## src/rtl/alu_pkg.sv

```systemverilog
// Shared opcode encoding and flag-vector type for the pipelined ALU.
// The flag vector is packed as {z,n,c,v} everywhere in the datapath.
package alu_pkg;

    localparam logic [2:0] OP_AND  = 3'b000;
    localparam logic [2:0] OP_OR   = 3'b001;
    localparam logic [2:0] OP_ADD  = 3'b010;
    localparam logic [2:0] OP_SUB  = 3'b011;
    localparam logic [2:0] OP_XOR  = 3'b100;
    localparam logic [2:0] OP_NOR  = 3'b101;
    localparam logic [2:0] OP_NAND = 3'b110;
    localparam logic [2:0] OP_NOT  = 3'b111;

    typedef struct packed {
        logic z;
        logic n;
        logic c;
        logic v;
    } alu_flags_t;

    function automatic alu_flags_t make_flags(
        input logic z,
        input logic n,
        input logic c,
        input logic v
    );
        alu_flags_t f;
        f.z = z;
        f.n = n;
        f.c = c;
        f.v = v;
        return f;
    endfunction

endpackage

```

## src/rtl/alu_core.sv

```systemverilog
// Purely combinational WIDTH-bit ALU: eight ops, result plus {z,n,c,v} flags.
// SUB is formed as a + ~b + 1, so carry=1 means "no borrow".
module alu_core
    import alu_pkg::*;
#(
    parameter int WIDTH = 4
) (
    input  logic [WIDTH-1:0] a,
    input  logic [WIDTH-1:0] b,
    input  logic [2:0]       op,
    output logic [WIDTH-1:0] result,
    output alu_flags_t       flags
);

    localparam int M = WIDTH - 1;

    logic [WIDTH:0]   sum_s;
    logic [WIDTH-1:0] res_s;
    logic             carry_s;
    logic             ovf_s;

    // Operation select; carry/overflow stay 0 for the logic ops.
    always_comb begin
        sum_s   = '0;
        res_s   = '0;
        carry_s = 1'b0;
        ovf_s   = 1'b0;
        case (op)
            OP_AND:  res_s = a & b;
            OP_OR:   res_s = a | b;
            OP_ADD: begin
                sum_s   = {1'b0, a} + {1'b0, b};
                res_s   = sum_s[WIDTH-1:0];
                carry_s = sum_s[WIDTH];
                ovf_s   = (a[M] == b[M]) && (res_s[M] != a[M]);
            end
            OP_SUB: begin
                sum_s   = {1'b0, a} + {1'b0, ~b} + {{WIDTH{1'b0}}, 1'b1};
                res_s   = sum_s[WIDTH-1:0];
                carry_s = sum_s[WIDTH];
                ovf_s   = (a[M] != b[M]) && (res_s[M] != a[M]);
            end
            OP_XOR:  res_s = a ^ b;
            OP_NOR:  res_s = ~(a | b);
            OP_NAND: res_s = ~(a & b);
            OP_NOT:  res_s = ~a;
            default: res_s = '0;
        endcase
    end

    assign result = res_s;
    assign flags  = make_flags((res_s == '0), res_s[M], carry_s, ovf_s);

endmodule

```

## src/rtl/alu_pipe.sv

```systemverilog
// Two-stage valid/ready ALU pipeline with accumulator feedback on operand A.
// Stage 1 only captures the request; stage 2 computes, registers result and updates the accumulator.
module alu_pipe
    import alu_pkg::*;
#(
    parameter int WIDTH = 4
) (
    input  logic             clk,
    input  logic             rst,
    input  logic             in_valid,
    output logic             in_ready,
    input  logic [WIDTH-1:0] a,
    input  logic [WIDTH-1:0] b,
    input  logic [2:0]       alu_control,
    input  logic             use_acc,
    output logic             out_valid,
    input  logic             out_ready,
    output logic [WIDTH-1:0] result,
    output logic             zero,
    output logic             negative,
    output logic             carry,
    output logic             overflow,
    output logic [WIDTH-1:0] acc_out
);

    logic             s1_valid_r;
    logic [WIDTH-1:0] s1_a_r;
    logic [WIDTH-1:0] s1_b_r;
    logic [2:0]       s1_op_r;
    logic             s1_use_acc_r;

    logic             s2_valid_r;
    logic [WIDTH-1:0] s2_result_r;
    alu_flags_t       s2_flags_r;
    logic [WIDTH-1:0] acc_r;

    logic             s2_adv_s;
    logic             in_fire_s;
    logic [WIDTH-1:0] op_a_s;
    logic [WIDTH-1:0] core_result_s;
    alu_flags_t       core_flags_s;

    assign s2_adv_s  = s1_valid_r && (!s2_valid_r || out_ready);
    assign in_ready  = !s1_valid_r || s2_adv_s;
    assign in_fire_s = in_valid && in_ready;

    // The accumulator is read at compute time, so chained use_acc ops see the previous result.
    assign op_a_s = s1_use_acc_r ? acc_r : s1_a_r;

    alu_core #(
        .WIDTH (WIDTH)
    ) u_core (
        .a      (op_a_s),
        .b      (s1_b_r),
        .op     (s1_op_r),
        .result (core_result_s),
        .flags  (core_flags_s)
    );

    // Stage 1: capture request on input transfer, empty when it moves to stage 2.
    always_ff @(posedge clk or posedge rst) begin
        if (rst) begin
            s1_valid_r   <= 1'b0;
            s1_a_r       <= '0;
            s1_b_r       <= '0;
            s1_op_r      <= 3'b000;
            s1_use_acc_r <= 1'b0;
        end else if (in_fire_s) begin
            s1_valid_r   <= 1'b1;
            s1_a_r       <= a;
            s1_b_r       <= b;
            s1_op_r      <= alu_control;
            s1_use_acc_r <= use_acc;
        end else if (s2_adv_s) begin
            s1_valid_r   <= 1'b0;
        end
    end

    // Stage 2: register result/flags and update the accumulator on advance; drain on output transfer.
    always_ff @(posedge clk or posedge rst) begin
        if (rst) begin
            s2_valid_r  <= 1'b0;
            s2_result_r <= '0;
            s2_flags_r  <= make_flags(1'b0, 1'b0, 1'b0, 1'b0);
            acc_r       <= '0;
        end else if (s2_adv_s) begin
            s2_valid_r  <= 1'b1;
            s2_result_r <= core_result_s;
            s2_flags_r  <= core_flags_s;
            acc_r       <= core_result_s;
        end else if (out_ready) begin
            s2_valid_r  <= 1'b0;
        end
    end

    assign out_valid = s2_valid_r;
    assign result    = s2_result_r;
    assign zero      = s2_flags_r.z;
    assign negative  = s2_flags_r.n;
    assign carry     = s2_flags_r.c;
    assign overflow  = s2_flags_r.v;
    assign acc_out   = acc_r;

endmodule

```

## config.mk

```make
export PLATFORM = sky130hd
export DESIGN_NAME = alu_pipe
export DESIGN_NICKNAME = d
export VERILOG_FILES = /design/src/rtl/alu_pkg.sv /design/src/rtl/alu_core.sv /design/src/rtl/alu_pipe.sv
export SDC_FILE = /design/constraint.sdc
export NUM_CORES = 1
export LEC_CHECK = 0
export CAP_MARGIN = 20
export CORE_MARGIN = 10
export CORE_UTILIZATION = 53
export CTS_CLUSTER_DIAMETER = 100
export DETAILED_ROUTE_END_ITERATION = 16
export PLACE_DENSITY = 0.85
export SKIP_LAST_GASP = 1
export SLEW_MARGIN = 20
export SYNTH_ARGS = -nofsm -noshare
export SYNTH_HDL_FRONTEND = slang
export SYNTH_HIERARCHICAL = 1
export SYNTH_SLANG_ARGS = --single-unit
```

## constraint.sdc

```tcl
create_clock -name clk -period 3.05 [get_ports clk]
set_input_delay 0.4575 -clock clk [delete_from_list [all_inputs] [get_ports clk]]
set_output_delay 0.4575 -clock clk [all_outputs]
set_load 0.02 [all_outputs]
```

**Word-level counts from Yosys, hierarchy flattened**

Cells that the tools add are included.

- Add/sub/neg operators: 3
- Eq/ne operators: 11
- Mux-type cells: 8
- Bitwise gates (word level): 7
- Reductions and logical operators: 12

Operators by type and width:

| kind | count |
|---|---|
| $pmux 4 s8 | 1 |
| $not 4->4 | 4 |
| $eq 3x3->1 const B | 4 |
| $add 4x4->5 | 2 |
| $eq 3x2->1 const B | 2 |
| $add 5x1->5 const B | 1 |
| $and 4x4->4 | 1 |
| $logic_and 1x1->1 | 4 |
| $logic_not 4->1 | 1 |
| $mux 1 | 4 |
| $mux 4 | 1 |
| $or 4x4->4 | 1 |
| $pmux 1 s2 | 2 |
| $reduce_bool 2->1 | 2 |
| $xor 4x4->4 | 1 |
| $eq 3x1->1 const B | 1 |
| $logic_not 3->1 | 1 |
| $ne 1x1->1 | 3 |
| $logic_not 1->1 | 2 |
| $logic_or 1x1->1 | 2 |
| $eq 1x1->1 | 1 |

- Register bits after elaboration: 22
- Output and inout port bits: 14

**Longest topological paths before layout**

- Word-level depth: 6
- Depth in mapped cells: 11
- Mapped depth without buffers: 11

**Hierarchy**

Netlist, hierarchy kept.

Modules (own cells, without submodules):

| module | times used | cells an instance | area each (µm²) | sequential area each (µm²) |
|---|---|---|---|---|
| alu_pipe | 1 | 58 | 963.4 | 550.5 |
| alu_core | 1 | 91 | 706.9 | 0.0 |

**Least setup slack after synthesis**

No wires, ideal clock.

- Path kind: register -> register
- Start: register acc_r[0] (netlist: acc_out[0])
- End: register s2_flags_r (netlist bit zero)
- Arrival time: 2,483 ps
- Required time: 2,925 ps
- Path slack: 442 ps
- Cell stages (with the launch flop): 11
- Buffers on the path: 0
- Path through: dfrtp_1 -> mux2_2 -> inv_1 -> ha_1 -> inv_1 -> fa_1 -> inv_1 -> mux4_2 -> a21oi_1 -> nor4_2 -> mux2_2

RTL lines:

| element | RTL line | RTL |
|---|---|---|
| from (decl) | alu_pipe.sv:35 | `logic [WIDTH-1:0] acc_r;` |
| from (signal assigned) | alu_pipe.sv:90 | `acc_r <= core_result_s;` |
| to (signal assigned) | alu_pipe.sv:84 | `s2_flags_r <= make_flags(1'b0, 1'b0, 1'b0, 1'b0);` |
| to (signal assigned) | alu_pipe.sv:89 | `s2_flags_r <= core_flags_s;` |
| to (decl) | alu_pipe.sv:34 | `alu_flags_t s2_flags_r;` |

==> summary.md <==
| Metric | Value |
|---|---|
| Status | finished, final reports clean |
| Post-synthesis register bit count | 22 |
| FMAX | around 350 MHz |
| Starting density of the core | around 55% |
| Sequential fraction of the synthesis area | 33.0% |
| # diodes | 0 |
| Post-CTS Setup Inserts | 0 |
| Synth area leader | dfrtp_1 |
| CP most frequent cell | inv_1 |
| Drt first pass iters | 4 |
| Clock transition at path regs | 130 ps |
| Max Cap Viol | 0 |
| Synth cell types | 44 |
| CP max stage delay | 480 ps |
| Top Family by Delay on Critical Path | multiplexers |
| Cell Count, Final, Fillers Out | 213 |
| Final nets | 200 |
| GR Overflow Total | 0 |
| Initial DRC count | 74 |
| Clk Latency, worst-skew pair | 310 ps |
| Worst-case clock buffer depth | 2 |
| GR Util All Layers | 12.4% |
| Worst IR Drop VDD | between 0.3 and 0.4 mV |
| Share of layout cells above drive strength 1 | 22.5% |
| Post-Synthesis Cells | 149 |
| Most frequent cells in the layout | clkdlybuf4s50_1 (29), dfrtp_1 (22), inv_1 (15), mux2_2 (14), ha_1 (12) |
| First-pass GRT wire length | 6140 um |
| Critical path type | flop to flop |
| TritonCTS Buffers | 3 |
| Max Slew Vio Count | 0 |
| # setup viols final | 0 |
| Port Buf Inserts | 29 |
| Crit-path max FO | 5 |
| Via count | 1,175 |
| Routability cong. | 0.862 |
| CP Capture Type | flop |
| PostCTS Resize Cnt | 0 |
| Slew headroom | 42.7% |
| Worst Hold Class | flop to flop |
| Initial antenna violation count | 0 |
| Worst setup SP type | flop |
| Die height | 76.1 um |
| Avg WL per Cell | 17.0 um |
| Vias per inst | 5.52 |
| Number of global-route vias before repair | between 1,000 and 1,500 |
| Antenna Violating Nets Remaining | 0 |
| Power per cell area | ~790 nW/um^2 |
| Syn Nets | 179 |
| Setup Skew | roughly 4.5 ps |
| CP required | 3260 ps |
| Critical-path cell list | mux2_2 > inv_1 > ha_1 > inv_1 > fa_1 > inv_1 > mux4_2 > a21oi_1 > nor4_2 > mux2_2 |
| Clock root buffer | clkbuf_4 |
| CP max stage cell | fa_1 |
| Setup TNS | 0 ps |
| Synth Warn # | 6 |
| Final Cycle Share | approximately 94% |
| P_leak | ~0.9 nW |
| Final hold violations | 0 |
| Sink Count | 22 |
| Hold-fix buffers at CTS | 0 |
| CORE AREA | 3030 sq um |
| Die Area | 5800 sq um |
| Top cell type's share of synthesized area | around 33% |
| Chip width | 76.1 um |
| TritonCTS clock tree | yes |
| Row count | 20 |
| Placed cell count | between 200 and 250 |
| Top post-synthesis cells by area | dfrtp_1 (33%), mux2_4 (9.9%), mux2_2 (9.4%) |
| PnR Total Power | roughly 1.5 mW |
| RSZ-0062 raised after global routing | no |
| DRC | 0 |
| Worst slew pin tran | approximately 860 ps |
| Most common cell after layout, fill and taps aside | clkdlybuf4s50_1 |
| IO Count | 30 |
| H-tree levels | 1 |
| WL final | 3620 um |
| Avg Inst Size Synth | about 11 sq um |
| Cell area after synthesis | 1670 sq um |
| DP HPWL | about 2800 um |
| Area grow syn2layout | 17.6% |
| Largest net degree at the start of global routing | 23 |
| Final min period | ~2900 ps |
| WP buf/inv | 3 |
| Worst EP arrival | 3070 ps |
## Yosys cell counts, drive strengths merged
master	n
a21boi	1
a21oi	6
o221ai	1
nor2b	4
ha	12
and2	1
nand2	5
nand2b	3
nand3b	1
xnor2	4
or4	1
a22oi	1
o21a	1
o22ai	1
dfrtp	22
clkbuf	1
o21bai	1
mux2	26
o21ai	5
a21o	1
nor2	6
o31ai	2
and4	1
a211oi	2
or3	2
a2111oi	1
buf	12
inv	15
mux4	2
fa	2
nor4	1
nor3	1
mux2i	1
nand3	2
o211ai	1
## logic make-up after synthesis
logic type      after synthesis  synth area share (%)
compound gates               24                  9.81
fa+ha+maj                    14                  11.4
flops                        22                  33.0
simple gates                 28                  10.9
buf+inv                      28                  9.59
xor+xnor                      4                  2.10
mux                          29                  23.3
## through the flow
| step | setup WS (ps) | area [sq um] | util, % | hold slack, ps |
|---|---|---|---|---|
| after floorplan | 442 | 1670 | - | 447 |
| final | 193 | 1960 | 64.9 | 522 |
| after global routing | 49.6 | 1960 | 64.9 | 544 |
| after detailed placement | 236 | 1910 | 63.1 | 494 |
| after global placement | 358 | 1910 | 63.1 | 488 |
| after CTS | 212 | 1960 | 64.9 | 524 |
## flip-flops by register name (all words and copies together), names as in the netlist, 3 cells and up
register	flops
acc_out	4
s1_a_r	4
s1_b_r	4
s1_op_r	3
## worst reg2reg max path: stages (launching register included)
cell	delay, ps
dfrtp_1	470
mux2_2	380
inv_1	110
ha_1	180
inv_1	60
fa_1	480
inv_1	40
mux4_2	450
a21oi_1	240
nor4_2	80
mux2_2	260
## layer usage
metal | part of all wire (%) | track usage (%)
met1 | 41 | 14.3
met2 | 52 | 23.0
met3 | 6.5 | 3.07
met4 | 0.66 | 1.49
met5 | 0 | 0
## cell type report
cell class	count	area, sq um
clock inverters	1	30.0
fillers	250	1060
well taps	44	55.1
flip-flops and latches	22	551
repair buffers	29	290
inverters	15	56.3
clock buffers	3	22.5
multi-input cells	99	960
## worst paths after layout
check | from | end | slack, ps | depth (start not counted)
max | s1_use_acc_r$_DFFE_PP0P_ | zero$_DFFE_PP0P_ | 190 | 10
min reg2reg | zero$_DFFE_PP0P_ | zero$_DFFE_PP0P_ | 520 | 1
min | zero$_DFFE_PP0P_ | zero$_DFFE_PP0P_ | 520 | 1
max reg2reg | s1_use_acc_r$_DFFE_PP0P_ | zero$_DFFE_PP0P_ | 190 | 10
min in group asynchronous | rst | s1_b_r[2]$_DFFE_PP0P_ | 610 | 2
max in group asynchronous | rst | negative$_DFFE_PP0P_ | 1910 | 2
## power breakdown
| group | switching (mW) | internal (mW) | leakage, nW |
|---|---|---|---|
| combinational | 0.440 | 0.442 | 0.601 |
| clock | 0.0942 | 0.133 | 0.0279 |
| sequential | 0.0787 | 0.360 | 0.261 |
Power figures use the tool's default switching activity.
